### config.mk
export PLATFORM = sky130hd
export DESIGN_NAME = lab1_bit_serializer
export DESIGN_NICKNAME = d
export VERILOG_FILES = /design/src/rtl/lab1_bit_serializer.sv
export SDC_FILE = /design/constraint.sdc
export NUM_CORES = 1
export LEC_CHECK = 0
export BUFFER_PORTS_ARGS = -buffer_cell sky130_fd_sc_hd__buf_2
export CAP_MARGIN = 20
export CORE_MARGIN = 1
export CORE_UTILIZATION = 50
export CTS_CLUSTER_DIAMETER = 80
export DETAILED_ROUTE_END_ITERATION = 7
export GPL_TIMING_DRIVEN = 0
export HOLD_SLACK_MARGIN = 0.1
export PLACE_DENSITY = 0.75
export SLEW_MARGIN = 0
export SYNTH_ARGS = -nofsm -noshare
export SYNTH_HDL_FRONTEND = slang
export SYNTH_SLANG_ARGS = --single-unit
### constraint.sdc
create_clock -name clk -period 2.1 [get_ports clk]
set_input_delay 0.21 -clock clk [delete_from_list [all_inputs] [get_ports clk]]
set_output_delay 0.21 -clock clk [all_outputs]
set_load 0.1 [all_outputs]
### src/rtl/lab1_bit_serializer.sv
// Parallel-to-serial shifter with a valid/ready load port and a hold input.
// Back-to-back words run with no gap; done pulses once per retired word.
module lab1_bit_serializer #(
  parameter int   WIDTH      = 8,
  parameter bit   LSB_FIRST  = 1'b0,
  parameter logic IDLE_LEVEL = 1'b0
) (
  input  logic             clk,
  input  logic             rstb,
  input  logic [WIDTH-1:0] data_in,
  input  logic             load_valid,
  output logic             load_ready,
  input  logic             hold,
  output logic             ser_out,
  output logic             ser_valid,
  output logic             busy,
  output logic             done
);

  localparam int CW = $clog2(WIDTH);

  localparam logic [1:0] S_IDLE  = 2'b00;
  localparam logic [1:0] S_SHIFT = 2'b01;

  localparam logic [CW-1:0] LAST = CW'(WIDTH - 1);

  logic [1:0]       r_state;
  logic [CW-1:0]    r_cnt;
  logic [WIDTH-1:0] r_shift;
  logic             r_done;

  logic             w_idle;
  logic             w_shift;
  logic             w_last;
  logic             w_retire;
  logic             w_head;
  logic [WIDTH-1:0] w_next;

  assign w_idle   = (r_state == S_IDLE);
  assign w_shift  = (r_state == S_SHIFT);
  assign w_last   = (r_cnt == LAST);
  assign w_retire = w_shift && w_last && !hold;

  // The presented bit always sits at the outgoing end of r_shift.
  assign w_head = LSB_FIRST ? r_shift[0] : r_shift[WIDTH-1];
  assign w_next = LSB_FIRST ? (r_shift >> 1) : (r_shift << 1);

  assign load_ready = w_idle || w_retire;
  assign ser_out    = w_shift ? w_head : IDLE_LEVEL;
  assign ser_valid  = w_shift && !hold;
  assign busy       = w_shift;
  assign done       = r_done;

  always_ff @(posedge clk or negedge rstb) begin
    if (!rstb) begin
      r_state <= S_IDLE;
      r_cnt   <= '0;
      r_shift <= '0;
      r_done  <= 1'b0;
    end else begin
      r_done <= w_retire;
      case (r_state)
        S_IDLE: begin
          if (load_valid) begin
            r_state <= S_SHIFT;
            r_shift <= data_in;
            r_cnt   <= '0;
          end
        end
        S_SHIFT: begin
          if (!hold) begin
            if (w_last) begin
              // Chain the next word straight in, or fall back to idle.
              if (load_valid) begin
                r_shift <= data_in;
                r_cnt   <= '0;
              end else begin
                r_state <= S_IDLE;
                r_shift <= '0;
                r_cnt   <= '0;
              end
            end else begin
              r_shift <= w_next;
              r_cnt   <= r_cnt + 1'b1;
            end
          end
        end
        default: begin
          r_state <= S_IDLE;
          r_shift <= '0;
          r_cnt   <= '0;
        end
      endcase
    end
  end

endmodule

==> metrics.txt, run 1 <==
Starting Density=0.5327; first-pass GRT wire length=1.966 mm; Final WS setup=0.09787 ns; ratio of cells with drive above 1 in the final layout=0.4533; drt wl/cell=15.41 um; Max FO, Critical Path=4; most numerous cell on the critical path=ha_1; vias in the first global route=428; Final Skew=0.003711 ns; hold slack=0.2017 ns; Initial DRT Pass Iterations=4; minimum clock period=2.002 ns; fin nets=91; PwrDens=1165 mW/mm^2; area leader, netlist=dfrtp_1; leakage=0.4327 nW; largest cells by area after synthesis=dfrtp_1, a22o_1, mux2_2; Residual DRC=0; starting DRC count in detailed routing=6; status=finished clean; Die Footprint=0.001539 mm^2; Worst VDD drop=0.5298 mV; pin count of the biggest net entering global routing=14; GRT Residual Overflow=0; RSZ-0062 raised after global routing=no; dpl ws=0.3218 ns; crit path DAT=1.79 ns; critical path's largest stage delay=0.44 ns; IO buf count=15; Tightest Pin Transition=0.4829 ns; CTS clock-pin slew for the worst setup and hold paths=0.08 ns; clk_lat worst skew=0.28 ns; DRT Wirelength=1.387 mm; flop and latch count out of synthesis=13; initial antenna violation count=0; cts bufs inserted=3; die height=39.24 um; root buf cell=clkbuf_4; Ant. Diodes=0; synthesized instance count=55; Startpoint Class=register; data required time of the worst path=1.89 ns; endpoints failing setup=0; Max-Cap Viols=0; CTS tree=built; Clock Sinks=13; # rows=13; Fmax=499.5 MHz; post-synth cell types=25; die width=39.24 um; vias per cell=5.700; CP max stage cell=buf_2; area of the mapped netlist=693.2 um^2; Worst Setup End Kind=output port; area grow syn2layout=20.58%; Post CTS Setup Buffer Count=0; Crit Path Class=register to output port; Final period util=0.9534; DP HPWL=1.026 mm; final hold vios=0; Slew Limit Fails=0; Total GRT Usage=0.2046; post_cts resized=0; HP Class=input port to register; post-route ant nets=0; htree depth=1; via count=513; clk buf depth=2; Final GP Congestion=0.7031; Critical Path, Cell by Cell=ha_1 -> ha_1 -> inv_1 -> o21ai_2 -> buf_2; syn_area_per_cell=12.60 um^2; Syn Nets=70; Worst slew margin=0.6803; sequential share of the synthesized area=0.4693; share of the synthesized area in the top cell type=0.4693; number of top-level pins=17; Ys Warns=0; core box area=0.001301 mm^2; setup_tns=0 ns
==> synth_stat cells, drive strengths merged <==
library cell / instances
ha: 3
nor2: 1
a21bo: 1
and2: 2
a21o: 2
nand2b: 2
dfrtp: 13
a21oi: 2
o21ai: 1
o211ai: 1
clkbuf: 2
nor2b: 2
mux2i: 2
buf: 1
nand3: 1
inv: 1
nand4b: 1
nor3: 1
a22o: 9
mux2: 7
==> metrics by stage <==
stage / cells / total power, W / instance area [um^2] / util
after CTS: 90 / 0.0009799 / 835.8 / 0.6423
after floorplan: 55 / 0.0007242 / 705.7 / -
after detailed placement: 85 / 0.0008239 / 799.5 / 0.6144
after global placement: 85 / 0.0007875 / 799.5 / 0.6144
after global routing: 90 / 0.001034 / 835.8 / 0.6423
final: 90 / 0.0009738 / 835.8 / 0.6423
==> power breakdown <==
| group | internal (W) | switching [W] | leakage [nW] | total, W |
|---|---|---|---|---|
| logic | 0.000183 | 0.000244 | 0.249 | 0.000427 |
| registers | 0.000334 | 0.0000564 | 0.168 | 0.000390 |
| clock network | 0.0000737 | 0.0000835 | 0.0150 | 0.000157 |
| total | 0.000590 | 0.000384 | 0.433 | 0.000974 |
==> registers in the layout (all words and copies together) (netlist names) <==
name and count:
r_state 1, r_shift 8, r_cnt 3, done 1
==> metal layers <==
metal / global-route usage / vias to the layer above / wire, um
met1: 0.2599 / 250 / 613
met3: 0.05202 / 4 / 60
met4: 0.1034 / 0 / 28
met2: 0.3167 / 16 / 685
met5: 0 / - / 0
li1: - / 243 / -
==> repair_timing <==
action	CTS	global route
setup endpoints to repair	0	0
endpoints found under the hold margin	13	0
hold buffers	1	0
==> cell families after synthesis <==
family	count (synthesis)	share of synthesized area
compound gates	16	0.2004
fa+ha+maj	3	0.05416
buf+inv	4	0.03788
flops	13	0.4693
mux	9	0.1480
simple gates	10	0.09024
==> placed cells by master (no fill, tap or decap), drive strengths merged, types with 2 or more instances in the layout <==
| cell | synthesis | layout |
|---|---|---|
| ha | 3 | 3 |
| and2 | 2 | 2 |
| a21oi | 2 | 2 |
| mux2 | 7 | 7 |
| nor2b | 2 | 2 |
| a21o | 2 | 2 |
| buf | 1 | 16 |
| mux2i | 2 | 2 |
| dfrtp | 13 | 13 |
| clkbuf | 2 | 6 |
| a22o | 9 | 9 |
| nand2b | 2 | 2 |
==> cell type report <==
type / instances / area [um^2]
Multi-Input combinational cell: 38 / 352.8
Tap cell: 15 / 18.77
Inverter: 1 / 3.754
Clock buffer: 4 / 26.28
Timing Repair Buffer: 16 / 85.08
Fill cell: 114 / 465.4
Sequential cell: 13 / 326.6
Buffer: 3 / 22.52
==> critical path, delay by kind of cell, from the launching register on <==
| family | cells | cell delay, ns |
|---|---|---|
| buffers and inverters | 2 | 0.51 |
| DFF | 1 | 0.41 |
| AOI/OAI and AO/OA | 1 | 0.14 |
| adders and majority gates | 2 | 0.45 |
==> worst paths after layout <==
path | from | to | slack (ns) | cells past startpoint
max | r_cnt[0] | load_ready | 0.1 | 5
min | load_valid | r_state[0] | 0.20 | 2
max reg2reg | r_cnt[0] | r_shift[5] | 0.32 | 5
min reg2reg | r_shift[7] | r_shift[7] | 0.51 | 1
max in group asynchronous | rstb | r_state[0] | 1.51 | 2
min in group asynchronous | rstb | r_state[0] | 0.34 | 2
Power figures use the tool's default switching activity.
==> inputs of run 2 (changes only) <==
Settings changed: PLACE_DENSITY 0.75 to 0.78.
==> run 2 against run 1 <==
  * Flip-flop and latch count did not move
  * Register-to-register slack improved by 0.02 ns
  * Die area did not move
  * Fmax rose by 4.1%
  * Critical path depth did not move
  * Global-route usage fell by 1.5 points
  * Sequential share of layout area did not move
  * Non-clock buffer count did not move
  * Via count fell by 2.9%
  * Final cell count did not move
  * Count of clock-buffer cells in the layout did not move
==> metrics.txt, run 2 (synthesis gave the netlist of run 1 again) <==
CTS tree=built; root buf cell=clkbuf_4; pin count of the biggest net entering global routing=14; leakage=0.4327 nW; Residual DRC=0; drt wl/cell=13.48 um; crit path DAT=1.71 ns; total power=0.0009446 W; HP Class=input port to register; Reg with most FFs=r_shift; CP max stage cell=buf_2; initial antenna violation count=0; CP Buf/Inv Count=2; starting DRC count in detailed routing=1; setup_tns=0 ns; core box area=0.001301 mm^2; Final period util=0.9160; Clock Sinks=13; PwrDens=1130 mW/mm^2; htree depth=1; Final Skew=0.007374 ns; most common cell after layout, fill and taps aside=buf_2; Startpoint Class=register; # rows=13; Total GRT Usage=0.1898; Initial DRT Pass Iterations=2; biggest regs=r_shift (8), r_cnt (3); Placed Area=799.5 um^2; number of top-level pins=17; Starting Density=0.5327; max reg flops=8; Final GP Congestion=0.7150; Critical Path, Cell by Cell=ha_1 -> ha_1 -> inv_1 -> o21ai_2 -> buf_2; DRT Wirelength=1.213 mm; die height=39.24 um; fin nets=91; Crit Path Class=register to output port; Fmax=519.9 MHz; fillers=109; DP HPWL=934.3 um; Tightest Pin Transition=0.4848 ns; first-pass GRT wire length=1.835 mm; Worst VDD drop=0.4896 mV; via count=498; IO buf count=15; final hold vios=0; Max FO, Critical Path=4; most numerous cell on the critical path=ha_1; status=finished clean; Top delay family on crit path=buffers and inverters; GRT Residual Overflow=0; ratio of cells with drive above 1 in the final layout=0.4533; RSZ-0062 raised after global routing=no; data required time of the worst path=1.89 ns; Worst slew margin=0.6790; final instance area=835.8 um^2; CTS clock-pin slew for the worst setup and hold paths=0.07 ns; final std cells w/o fill=90; commonest cells after routing, fill and taps aside=buf_2, dfrtp_1, a22o_1, mux2_2; vias in the first global route=442; area grow syn2layout=20.58%; vias per cell=5.533; post-route ant nets=0; die width=39.24 um; cts bufs inserted=3; Slew Limit Fails=0; Post CTS Setup Buffer Count=0; Die Footprint=0.001539 mm^2; endpoints failing setup=0; minimum clock period=1.924 ns; critical path's largest stage delay=0.43 ns; Max-Cap Viols=0; Worst Setup End Kind=output port; placed cells=85; r2r setup slk=0.34 ns; clk_lat worst skew=0.28 ns; clk buf depth=2; Ant. Diodes=0
## run 2: layout make-up
class	instances	area, um^2	share of cell area
Buffer	3	22.52	0.02695
Timing Repair Buffer	16	85.08	0.1018
Sequential cell	13	326.6	0.3907
Multi-Input combinational cell	38	352.8	0.4222
Tap cell	15	18.77	0.02246
Clock buffer	4	26.28	0.03144
Inverter	1	3.754	0.004491
## run 2: timing repair
action,in CTS,in global routing
gates resized for setup,0,0
hold endpoints to repair,13,0
hold buffers,1,0
## run 2: worst reg2reg max path: stages, from the launching register on
cell,delay (ns)
dfrtp_1,0.42
ha_1,0.23
ha_1,0.23
a21bo_2,0.26
a22o_1,0.24
mux2_2,0.26
## run 2: stage by stage
stage            util  hold WS [ns]  worst slack [ns]
3_5_place_dp   0.6144        0.1093            0.3421
3_3_place_gp   0.6144        0.1149            0.3697
2_1_floorplan       -      -0.08559            0.1854
5_1_grt        0.6423        0.2002           0.03352
4_1_cts        0.6423        0.2033            0.1635
6_report       0.6423        0.2055            0.1764
## run 2: worst paths after layout
check | from | endpoint | cells past startpoint
worst max-delay path | r_cnt[0] | load_ready | 5
worst min-delay path | load_valid | r_state[0] | 2
worst max register to register | r_cnt[0] | r_shift[3] | 5
worst min register to register | r_cnt[1] | r_cnt[1] | 1
max in group asynchronous | rstb | r_state[0] | 2
min in group asynchronous | rstb | r_cnt[0] | 2
## run 2: per-layer routing
metal,part of all wire,global-route usage
met1,0.46,0.2161
met2,0.47,0.3042
met3,0.052,0.08671
met4,0.011,0.07759
met5,0,0
## run 2: power breakdown
group          switching, W  internal, W
logic              0.000232     0.000178
clock network     0.0000761    0.0000737
registers         0.0000515     0.000334
==> inputs of run 3 (changes only) <==
Settings changed: REMOVE_ABC_BUFFERS set to 1.
==> run 3 against run 2 <==
  * Global-route usage down 0.56 points
  * Count of clock-buffer cells in the layout unchanged
  * Hold slack worse by 0.00079 ns
  * Non-clock buffer count down 2
  * Total power down 0.29%
  * Via count up 2.0%
  * Register-to-register slack about the same
  * Routed wire length up 0.41%
  * Fmax down 2.3%
  * Core utilization down 2.3 points
  * Final cell count down 2.2%
  * First-iteration DRC count rose to 7.0 times the previous value
  * Critical endpoint unchanged
  * Highest routed layer unchanged
==> metrics.txt, run 3 (synthesis gave the netlist of run 1 again) <==
clk buf depth=2; Fmax=507.7 MHz; clock share of power=0.163; Clock Sinks=13; data required time of the worst path=1.89 ns; minimum clock period=1.970 ns; max reg flops=8; Max FO, Critical Path=4; post-route ant nets=0; GRT Residual Overflow=0; via count=508; Final Skew=0.0004420 ns; combinational power share=0.426; biggest regs=r_shift (8), r_cnt (3); htree depth=1; CP Buf/Inv Count=2; DP HPWL=897.9 um; hold slack=0.2047 ns; Max-Cap Viols=0; Final Util=0.6192; HP Class=input port to register; ratio of cells with drive above 1 in the final layout=0.4110; crit path DAT=1.76 ns; die width=39.24 um; vias per cell=5.773; initial antenna violation count=0; root buf cell=clkbuf_4; Flop pwr share=0.411; CP max stage cell=buf_2; Final GP Congestion=0.7287; starting DRC count in detailed routing=7; Starting Density=0.5327; Residual DRC=0; DRT Wirelength=1.218 mm; Net Switching=0.0003646 W; Worst VDD drop=0.6159 mV; final hold vios=0; Crit Path Class=register to output port; PwrDens=1169 mW/mm^2; Final WS setup=0.1302 ns; cts bufs inserted=3; critical path's largest stage delay=0.44 ns; drt wl/cell=13.84 um; Tightest Pin Transition=0.4850 ns; CTS tree=built; Int Pwr=0.0005773 W; placed cells=83; first-pass GRT wire length=1.794 mm; pin count of the biggest net entering global routing=14; post_cts resized=0; Initial DRT Pass Iterations=4; total power=0.0009419 W; Top delay family on crit path=buffers and inverters; endpoints failing setup=0; Die Footprint=0.001539 mm^2; vias in the first global route=440; IO buf count=16; dpl ws=0.3434 ns; area grow syn2layout=16.25%; most common cell after layout, fill and taps aside=buf_2; Total GRT Usage=0.1841; leakage=0.4126 nW; core box area=0.001301 mm^2; Reg with most FFs=r_shift; Worst slew margin=0.6789; Critical Path, Cell by Cell=ha_1 -> ha_1 -> inv_1 -> o21ai_0 -> buf_2; commonest cells after routing, fill and taps aside=buf_2, dfrtp_1, a22o_1, mux2_2; status=finished clean; Worst Setup End Kind=output port; number of top-level pins=17; Final period util=0.9380; Startpoint Class=register; # rows=13; clk_lat worst skew=0.28 ns; Switching Share=0.3871; final std cells w/o fill=88; fin nets=89; Ant. Diodes=0; die height=39.24 um; most numerous cell on the critical path=ha_1; RSZ-0062 raised after global routing=no; Slew Limit Fails=0; CTS clock-pin slew for the worst setup and hold paths=0.07 ns
run 3: changes by cell type in the layout (fill, tap and decap cells not counted), sizes merged:
cell and delta:
clkbuf -2
run 3: layout make-up:
type	count	area, um^2
inverter	1	3.754
fill	111	495.5
sequential	13	325.3
multi-input combinational	38	341.6
tap	15	18.77
clock buffer	4	26.28
timing repair buffer	17	90.09
run 3: final timing paths:
path                            startpoint         end  slack (ns)  depth (start not counted)
worst max register to register    r_cnt[0]  r_shift[4]        0.33                          5
min in group asynchronous             rstb  r_shift[7]        0.35                          2
max in group asynchronous             rstb  r_shift[1]        1.53                          2
worst min register to register  r_shift[6]  r_shift[6]        0.51                          1
worst max-delay path              r_cnt[0]  load_ready        0.13                          5
worst min-delay path            load_valid  r_state[0]        0.20                          2
run 3: metrics by stage:
stage	instance area [um^2]	TNS, ns
final	805.8	0
after global routing	805.8	0
after CTS	805.8	0
after detailed placement	769.5	0
after global placement	769.5	0
after floorplan	670.6	-4.500
run 3: power by group through the flow:
stage	sequential, W	combinational, W	clock (W)
finish	0.000387	0.000401	0.000154
global route	0.000399	0.000431	0.000167
CTS	0.000386	0.000403	0.000158
detailed placement	0.000391	0.000399	0
global placement	0.000386	0.000388	0
floorplan	0.000404	0.000306	0
run 3: repair_timing:
item	in CTS	in global routing
hold buffers	1	0
setup endpoints to repair	0	0
endpoints found under the hold margin	13	0
setup buffers	0	0
run 3: routing by layer:
| layer | share of wire | vias to the layer above | global-route usage | routed length [um] |
|---|---|---|---|---|
| li1 | - | 240 | - | - |
| met4 | 0.025 | 0 | 0.1293 | 31 |
| met1 | 0.45 | 252 | 0.2103 | 544 |
| met5 | 0 | - | 0 | 0 |
| met3 | 0.031 | 5 | 0.03468 | 38 |
| met2 | 0.49 | 11 | 0.3042 | 602 |
